**src/rtl/cargador_prog_if.sv**
```systemverilog
// cargador_prog_if: byte-stream input and program-memory write bus of the loader
interface cargador_prog_if #(parameter int ADDR_W = 10);
  logic [7:0] rx_data;
  logic rx_valid;
  logic rx_ready;
  logic we;
  logic [ADDR_W-1:0] wr_addr;
  logic [15:0] wr_data;
  modport master (output rx_data, rx_valid, input rx_ready, we, wr_addr, wr_data);
  modport slave (input rx_data, rx_valid, output rx_ready, we, wr_addr, wr_data);
endinterface

```
**src/rtl/cargador_prog.sv**
```systemverilog
// cargador_prog: loads a length-prefixed, checksummed byte stream into program memory
module cargador_prog #(
  parameter int ADDR_W = 10,
  parameter int BASE_ADDR = 0,
  parameter int TIMEOUT = 1000000
) (
  input  logic clk,
  input  logic reset,
  input  logic start,
  cargador_prog_if.slave bus,
  output logic cpu_hold,
  output logic busy,
  output logic done,
  output logic error
);
  typedef enum logic [3:0] {IDLE, LEN_H, LEN_L, DAT_H, DAT_L, WRITE, CHK, DONE, ERR} state_t;
  localparam logic [31:0] MAXN = 32'((1 << ADDR_W) - BASE_ADDR);
  state_t state, state_d;
  logic [7:0] len_h, hi, sum;
  logic [ADDR_W:0] cnt;
  logic [ADDR_W-1:0] wr_addr;
  logic [15:0] wr_data, n;
  logic [31:0] tmo;
  logic rdy, acc, n_ok, tmo_hit, last;
  assign bus.wr_addr = wr_addr;
  assign bus.wr_data = wr_data;
  assign bus.rx_ready = rdy;
  // handshake, length validation and stall detection
  always_comb begin
    rdy = state inside {LEN_H, LEN_L, DAT_H, DAT_L, CHK};
    acc = rdy && bus.rx_valid;
    n = {len_h, bus.rx_data};
    n_ok = n != 16'd0 && 32'(n) <= MAXN;
    last = cnt == (ADDR_W+1)'(1);
    tmo_hit = TIMEOUT != 0 && rdy && !acc && tmo == 32'(TIMEOUT - 1);
    bus.we = state == WRITE;
    busy = state inside {LEN_H, LEN_L, DAT_H, DAT_L, WRITE, CHK};
    cpu_hold = busy;
    done = state == DONE;
    error = state == ERR;
  end
  // next-state logic; a stall in any byte-waiting state aborts the load
  always_comb begin
    state_d = state;
    case (state)
      IDLE, DONE, ERR: state_d = start ? LEN_H : state;
      LEN_H: state_d = acc ? LEN_L : state;
      LEN_L: state_d = acc ? (n_ok ? DAT_H : ERR) : state;
      DAT_H: state_d = acc ? DAT_L : state;
      DAT_L: state_d = acc ? WRITE : state;
      WRITE: state_d = last ? CHK : DAT_H;
      CHK: state_d = acc ? (bus.rx_data == sum ? DONE : ERR) : state;
      default: state_d = IDLE;
    endcase
    if (tmo_hit) state_d = ERR;
  end
  // state register
  always_ff @(posedge clk or negedge reset) begin
    if (!reset) state <= IDLE;
    else state <= state_d;
  end
  // datapath: length, word assembly, checksum, address and idle counter
  always_ff @(posedge clk or negedge reset) begin
    if (!reset) begin
      len_h <= 8'd0;
      hi <= 8'd0;
      sum <= 8'd0;
      cnt <= '0;
      wr_addr <= ADDR_W'(BASE_ADDR);
      wr_data <= 16'd0;
      tmo <= 32'd0;
    end else begin
      tmo <= (acc || !rdy) ? 32'd0 : tmo + 32'd1;
      case (state)
        IDLE, DONE, ERR: if (start) begin
          sum <= 8'd0;
          wr_addr <= ADDR_W'(BASE_ADDR);
        end
        LEN_H: if (acc) len_h <= bus.rx_data;
        LEN_L: if (acc) cnt <= (ADDR_W+1)'(n);
        DAT_H: if (acc) begin
          hi <= bus.rx_data;
          sum <= sum + bus.rx_data;
        end
        DAT_L: if (acc) begin
          wr_data <= {hi, bus.rx_data};
          sum <= sum + bus.rx_data;
        end
        WRITE: begin
          cnt <= cnt - (ADDR_W+1)'(1);
          if (!last) wr_addr <= wr_addr + ADDR_W'(1);
        end
        default: ;
      endcase
    end
  end
endmodule

```
**src/flat_wrapper.sv**
```systemverilog
// flat-port wrapper written by rule: the top's interface ports become plain ports
module cargador_prog_flat 
#(
  parameter int ADDR_W = 10,
  parameter int BASE_ADDR = 0,
  parameter int TIMEOUT = 1000000
)
  (clk, reset, start, cpu_hold, busy, done, error, bus_rx_data, bus_rx_valid, bus_rx_ready, bus_we, bus_wr_addr, bus_wr_data);
  cargador_prog_if #(.ADDR_W(ADDR_W)) bus_i ();
  input  logic clk;
  input  logic reset;
  input  logic start;
  output logic cpu_hold;
  output logic busy;
  output logic done;
  output logic error;
  input wire logic [$bits(bus_i.rx_data)-1:0] bus_rx_data;
  input wire logic [$bits(bus_i.rx_valid)-1:0] bus_rx_valid;
  output wire logic [$bits(bus_i.rx_ready)-1:0] bus_rx_ready;
  output wire logic [$bits(bus_i.we)-1:0] bus_we;
  output wire logic [$bits(bus_i.wr_addr)-1:0] bus_wr_addr;
  output wire logic [$bits(bus_i.wr_data)-1:0] bus_wr_data;
  assign bus_i.rx_data = bus_rx_data;
  assign bus_i.rx_valid = bus_rx_valid;
  assign bus_rx_ready = bus_i.rx_ready;
  assign bus_we = bus_i.we;
  assign bus_wr_addr = bus_i.wr_addr;
  assign bus_wr_data = bus_i.wr_data;
  cargador_prog #(.ADDR_W(ADDR_W), .BASE_ADDR(BASE_ADDR), .TIMEOUT(TIMEOUT)) u_core (.clk(clk), .reset(reset), .start(start), .bus(bus_i), .cpu_hold(cpu_hold), .busy(busy), .done(done), .error(error));
endmodule
```
**config.mk**
```make
export PLATFORM = sky130hd
export DESIGN_NAME = cargador_prog_flat
export DESIGN_NICKNAME = d
export VERILOG_FILES = /design/src/rtl/cargador_prog_if.sv /design/src/rtl/cargador_prog.sv /design/src/flat_wrapper.sv
export SDC_FILE = /design/constraint.sdc
export NUM_CORES = 1
export LEC_CHECK = 0
export BUFFER_PORTS_ARGS = -buffer_cell sky130_fd_sc_hd__buf_2
export CORE_MARGIN = 5
export CORE_UTILIZATION = 45
export DETAILED_ROUTE_END_ITERATION = 7
export PLACE_DENSITY = 0.65
export SLEW_MARGIN = 20
export SYNTH_ARGS = -nofsm -noshare
export SYNTH_HDL_FRONTEND = slang
export SYNTH_SLANG_ARGS = --single-unit
```
**constraint.sdc**
```tcl
create_clock -name clk -period 2.08 [get_ports clk]
set_clock_uncertainty 0.2 [all_clocks]
set_input_delay 0.208 -clock clk [delete_from_list [all_inputs] [get_ports clk]]
set_output_delay 0.208 -clock clk [all_outputs]
set_load 0.005 [all_outputs]
```
After elaboration in Yosys (flattened, before gate mapping)

Cells that the tools add are included.

Bits in registers: 97
Bits in latches: 0
RAM bits: 0
Memory bits (read-only): 0
Bits of input ports: 12
Word-level logic and storage cells: 77
Memories: 0

Add/sub/neg operators: 4
Multiply operators: 0
Div/mod/pow operators: 0
Order comparisons: 1
Eq/ne operators: 21
Shift operators: 0
Muxes and demuxes: 20
Bitwise logic cells: 0
Reduce and logical (&&, ||, !) cells: 23

Operators with widths:

| cell                  | count |
|---|---|
| $mux 4                | 9 |
| $add 32x1->32 const B | 1 |
| $eq 32x20->1 const B  | 1 |
| $mux 32               | 1 |
| $pmux 4 s7            | 1 |
| $pmux 11 s2           | 1 |
| $mux 10               | 2 |
| $pmux 10 s2           | 1 |
| $eq 4x3->1 const B    | 4 |
| $le 16x11->1 const B  | 1 |
| $mux 8                | 2 |
| $pmux 8 s2            | 1 |
| $reduce_bool 16->1    | 1 |
| $ne 3x1->1 const B    | 5 |
| $eq 11x1->1 const B   | 1 |
| $mux 11               | 1 |
| $sub 11x1->11 const B | 1 |
| $add 10x1->10 const B | 1 |
| $add 8x8->8           | 1 |
| $eq 4x2->1 const B    | 2 |
| $eq 8x8->1            | 1 |
| $reduce_and 2->1      | 4 |
| $reduce_and 3->1      | 2 |
| $reduce_and 6->1      | 1 |
| 15 further kinds      | 23 |

Longest topological paths before layout

Word-level depth: 8
Gate-level depth with buffers: 8
Gate-level depth less buffers: 7

Worst setup path before layout

No wires, ideal clock.

Kind: reg-to-reg
Start point: reg u_core.state[2]
End point: reg u_core.state[0]
Arrival: 1.899 ns
Slack: -0.145 ns
Cell stages (with the launch flop): 8
Path buffers: 2
Period minus slack after synthesis: 2.225 ns
Path through: dfrtp_1 > buf_2 > and2_1 > or4_4 > buf_6 > nor4b_4 > a21oi_1 > a221o_1

Cells in the longest elaborated chain, start to end: 8
Elaborated cells on any way between the ends: 24
Classes of those cells: eq/ne: 14; mux: 2; reduce/logical: 8

Ends and longest elaborated chain:

| what                                               | RTL line                                 | source |
|---|---|---|
| from (decl)                                        | cargador_prog.sv:18                      | `state_t state, state_d;` |
| from (signal assigned)                             | cargador_prog.sv:60                      | `else state <= state_d;` |
| $eq 4x1->1, or another cell as far along           | cargador_prog.sv:30, cargador_prog.sv:45 |  |
| $reduce_bool 5->1                                  | cargador_prog.sv:30                      | `rdy = state inside {LEN_H, LEN_L, DAT_H, DAT_L, CHK};` |
| $logic_and 1x1->1                                  | cargador_prog.sv:31                      | `acc = rdy && bus.rx_valid;` |
| $logic_not 1->1                                    | cargador_prog.sv:35                      | `tmo_hit = TIMEOUT != 0 && rdy && !acc && tmo == 32'(TIMEOUT - 1);` |
| $logic_and 1x1->1 (2 in a row)                     | cargador_prog.sv:35                      |  |
| $ne 3x1->1 (no line) or $ne 3x2->1 (tied branches) | --                                       |  |
| $reduce_and 6->1 (no line)                         | --                                       |  |

Parallel ways exist; a longest one is shown, timed or not.
A chain may end at the register's enable or synchronous reset.

Worst setup path after layout

Start point: reg u_core.state[0]
End point: reg u_core.state[0]

The elaborated chain is that of the path after synthesis.

==> impl_metrics.yaml <==
status:
  status: "finished clean"
clock_network:
  cts_buffer_depth: 2
  htreeDepth: 3
  cts_num_sinks: 97
  clock_latency_ns: 0.36
  cts_root_buf: "clkbuf_16"
  cts_tree: "built"
  clk_pin_slew_ns: 0.07
  numCtsBuffers: 9
routing:
  antenna_left: 0
  drt_wl_total_mm: 12.3
  drc_errors: 0
  vias: 4211
  drtIter0Drc: 280
  vias_per_cell: 5.64
  firstDrtPassIters: 4
  wire_per_inst_um: 16.5
floorplan:
  coreArea_sq_um: 10900
  row_count: 38
  die_area_sq_um: 13500
  die_x_um: 116
  io_pins: 44
  start_util_pct: 46.2
  die-height_um: 116
sta:
  hold_viol: 0
  setup_viol: 0
  holdWs_ns: 0.0145
  timing.fmax_mhz: 482
  setup_ws_ns: 0.00382
  grt_setup_unrepaired: "true"
  final.min_clock_period_ns: 2.08
  slew_headroom_pct: 63.9
  finalSetupTns_ns: 0
  finalCritPeriodShare_pct: 99.8
  tightest_slew_ns: 0.539
  slew_viol_final: 0
worst_setup_path:
  max_stage_delay_ns: 0.46
  path_class: "reg -> reg"
  start_kind: "register"
  crit_path_max_fanout: 7
  arrival_ns: 2.12
  path_cells: "and2_4, or4_4, nor4b_4, a21oi_2, a221o_1"
  critPathTopFamily: "simple AND/OR/NAND/NOR gates"
  cp.required_ns: 2.12
  r2r_cells: 5
  r2r-end: "u_core.state[0]"
  critPathSlowestCell: "dfrtp_2"
  r2r-start: "u_core.state[0]"
  crit_path_end_kind: "register"
  ff2ff_setup_slack_ns: 0.004
  path_buf_inv: 0
layout:
  layout_common_cells: "dfrtp_1, buf_4, nor2_1"
  fillers: 950
  num_antenna_cells: 0
  stdcell_count: 747
  final_area_sq_um: 6410
  area_growth_pct: 26.8
  drive_gt1_share_pct: 34.4
  final_common_cell: "dfrtp_1"
  nets: 627
placement:
  io_buffer_count: 43
  dp_hpwl_mm: 8.66
  post_dp_cell_area_sq_um: 5840
  place_ws_ns: -0.0585
  gp_congestion: 0.887
  post-place-cells: 716
synth:
  synthCells: 493
  ys_seq_area_share_pct: 48.0
  synth_seq_cells: 97
  yosysWarnings: 0
  syn_area_sq_um: 5060
  synth.distinct_cells: 58
  async_reset_ff_share_pct: 100
  synthFlopType: "dfrtp_1"
  avgSynthCellArea_sq_um: 10.3
  synth_edf_count: 0
  synthesis.nets: 517
worst_hold_path:
  hold_class: "in -> reg"
  holdCritStartpoint: "bus_rx_data[2]"
  min_path_cells: 3
  min_to: "u_core.cnt[2]"
global_route:
  grt_pass1_wl_mm: 20.4
  grt_overflow: 0
  grt_max_degree: 49
  grt_antenna_before_repair: 0
  grt_usage_pct: 19.3
  first_global_vias: 4195
run:
  cap_violations: 0
power:
  power_leakage_uw: 0.00291
  ir_worst_vdd_uv: 752
  pwr_density_cell_nw_per_um2: 1060
## state kept, by name, summed over array words and instances, names as in the netlist
name                flops
u_core.state            4
u_core.len_h            8
u_core.sum              8
u_core.cnt             11
u_core.bus.wr_addr     10
u_core.bus.wr_data     16
u_core.tmo             32
u_core.hi               8
## cells in the mapped netlist, drive strengths merged, types with 2 or more instances
| cell | number | share of area (%) |
|---|---|---|
| o21ai | 18 | 1.8 |
| nand4 | 13 | 1.6 |
| dfrtp | 97 | 48 |
| nor4b | 4 | 0.99 |
| o211ai | 6 | 0.89 |
| and3 | 11 | 1.4 |
| inv | 15 | 1.1 |
| mux2 | 33 | 7.3 |
| o2111ai | 4 | 0.82 |
| a221o | 2 | 0.40 |
| and2 | 6 | 0.74 |
| and4 | 4 | 0.69 |
| or4 | 8 | 1.3 |
| o31ai | 5 | 0.74 |
| ha | 11 | 2.7 |
| a211o | 3 | 0.52 |
| xnor2 | 13 | 2.3 |
| a21o | 2 | 0.30 |
| a22oi | 2 | 0.30 |
| nor3 | 13 | 1.5 |
| o22a | 2 | 0.35 |
| nor2 | 52 | 3.9 |
| clkbuf | 11 | 0.82 |
| nand3 | 21 | 2.1 |
| xor2 | 20 | 3.5 |
| nand2 | 28 | 2.1 |
| or3 | 11 | 1.4 |
| a211oi | 2 | 0.30 |
| buf | 7 | 0.87 |
| nand2b | 5 | 0.62 |
| a21oi | 22 | 2.2 |
| a22o | 9 | 1.6 |
| o311ai | 4 | 0.69 |
| nor4 | 12 | 1.5 |
| a31oi | 2 | 0.25 |
## power by group
| group | leakage (uW) | switching, uW | internal, uW |
|---|---|---|---|
| combinational | 0.00150 | 1180 | 1200 |
| sequential | 0.00127 | 376 | 2390 |
| clock | 0.000138 | 774 | 859 |
| total | 0.00291 | 2330 | 4450 |
## final cells by class
type                    count  area [sq um]  area share [%]
clock buffers              10           239            3.73
repair buffers            117           795            12.4
inverters                  15          56.3           0.878
well taps                 140           175            2.73
clock inverters             5          45.0           0.703
flip-flops and latches     97          2430            38.0
multi-input cells         363          2670            41.6
## per-stage QoR
stage | utilization [%] | total power (uW)
5_1_grt | 58.6 | 7230
3_3_place_gp | 53.4 | 4910
3_5_place_dp | 53.4 | 5000
2_1_floorplan | - | 4160
4_1_cts | 56.5 | 6650
6_report | 58.6 | 6770
## timing repair
action	4_1_cts	5_1_grt
resized for setup	8	34
buffers inserted	3	11
hold buffers	2	0
endpoints found under the setup margin	9	28
endpoints found under the hold margin	72	0
pin swaps	1	14
## worst max-delay path by stage
stage	from	endpoint	slack, ns	cells after the start
finish	u_core.state[0]	u_core.state[0]	0.004	5
global route	u_core.state[0]	u_core.state[0]	-0.08	5
CTS	u_core.sum[1]	u_core.sum[7]	-0.02	6
floorplan	u_core.state[2]	u_core.state[0]	-0.02	7
global placement	u_core.sum[0]	u_core.sum[6]	-0.02	7
detailed placement	u_core.sum[1]	u_core.sum[7]	-0.06	6
## layer usage
| metal | track usage, % | vias to the layer above | wire [um] |
|---|---|---|---|
| met4 | 7.19 | 0 | 223 |
| met1 | 25.9 | 2095 | 5640 |
| met5 | 0 | - | 0 |
| li1 | - | 2033 | - |
| met2 | 31.1 | 65 | 6040 |
| met3 | 3.60 | 18 | 400 |
## worst register-to-register path: cells and delay by family, from the launching register on
family,cells,cell delay (ns)
flops,1,0.46
compound gates,2,0.40
simple gates,3,0.90
## cells by family (layout without fill, tap and decap cells)
family	Yosys count	in the layout	share of synthesized area, %
AO/OA/AOI/OAI	89	89	12.1
XOR/XNOR	33	33	5.72
adder cells (fa/ha/maj)	12	12	3.12
buffers and inverters	33	147	2.80
flip-flops	97	97	48.0
multiplexers	34	34	7.55
AND/OR/NAND/NOR	195	195	20.7
Note: power is estimated with default switching activity, not from simulation.
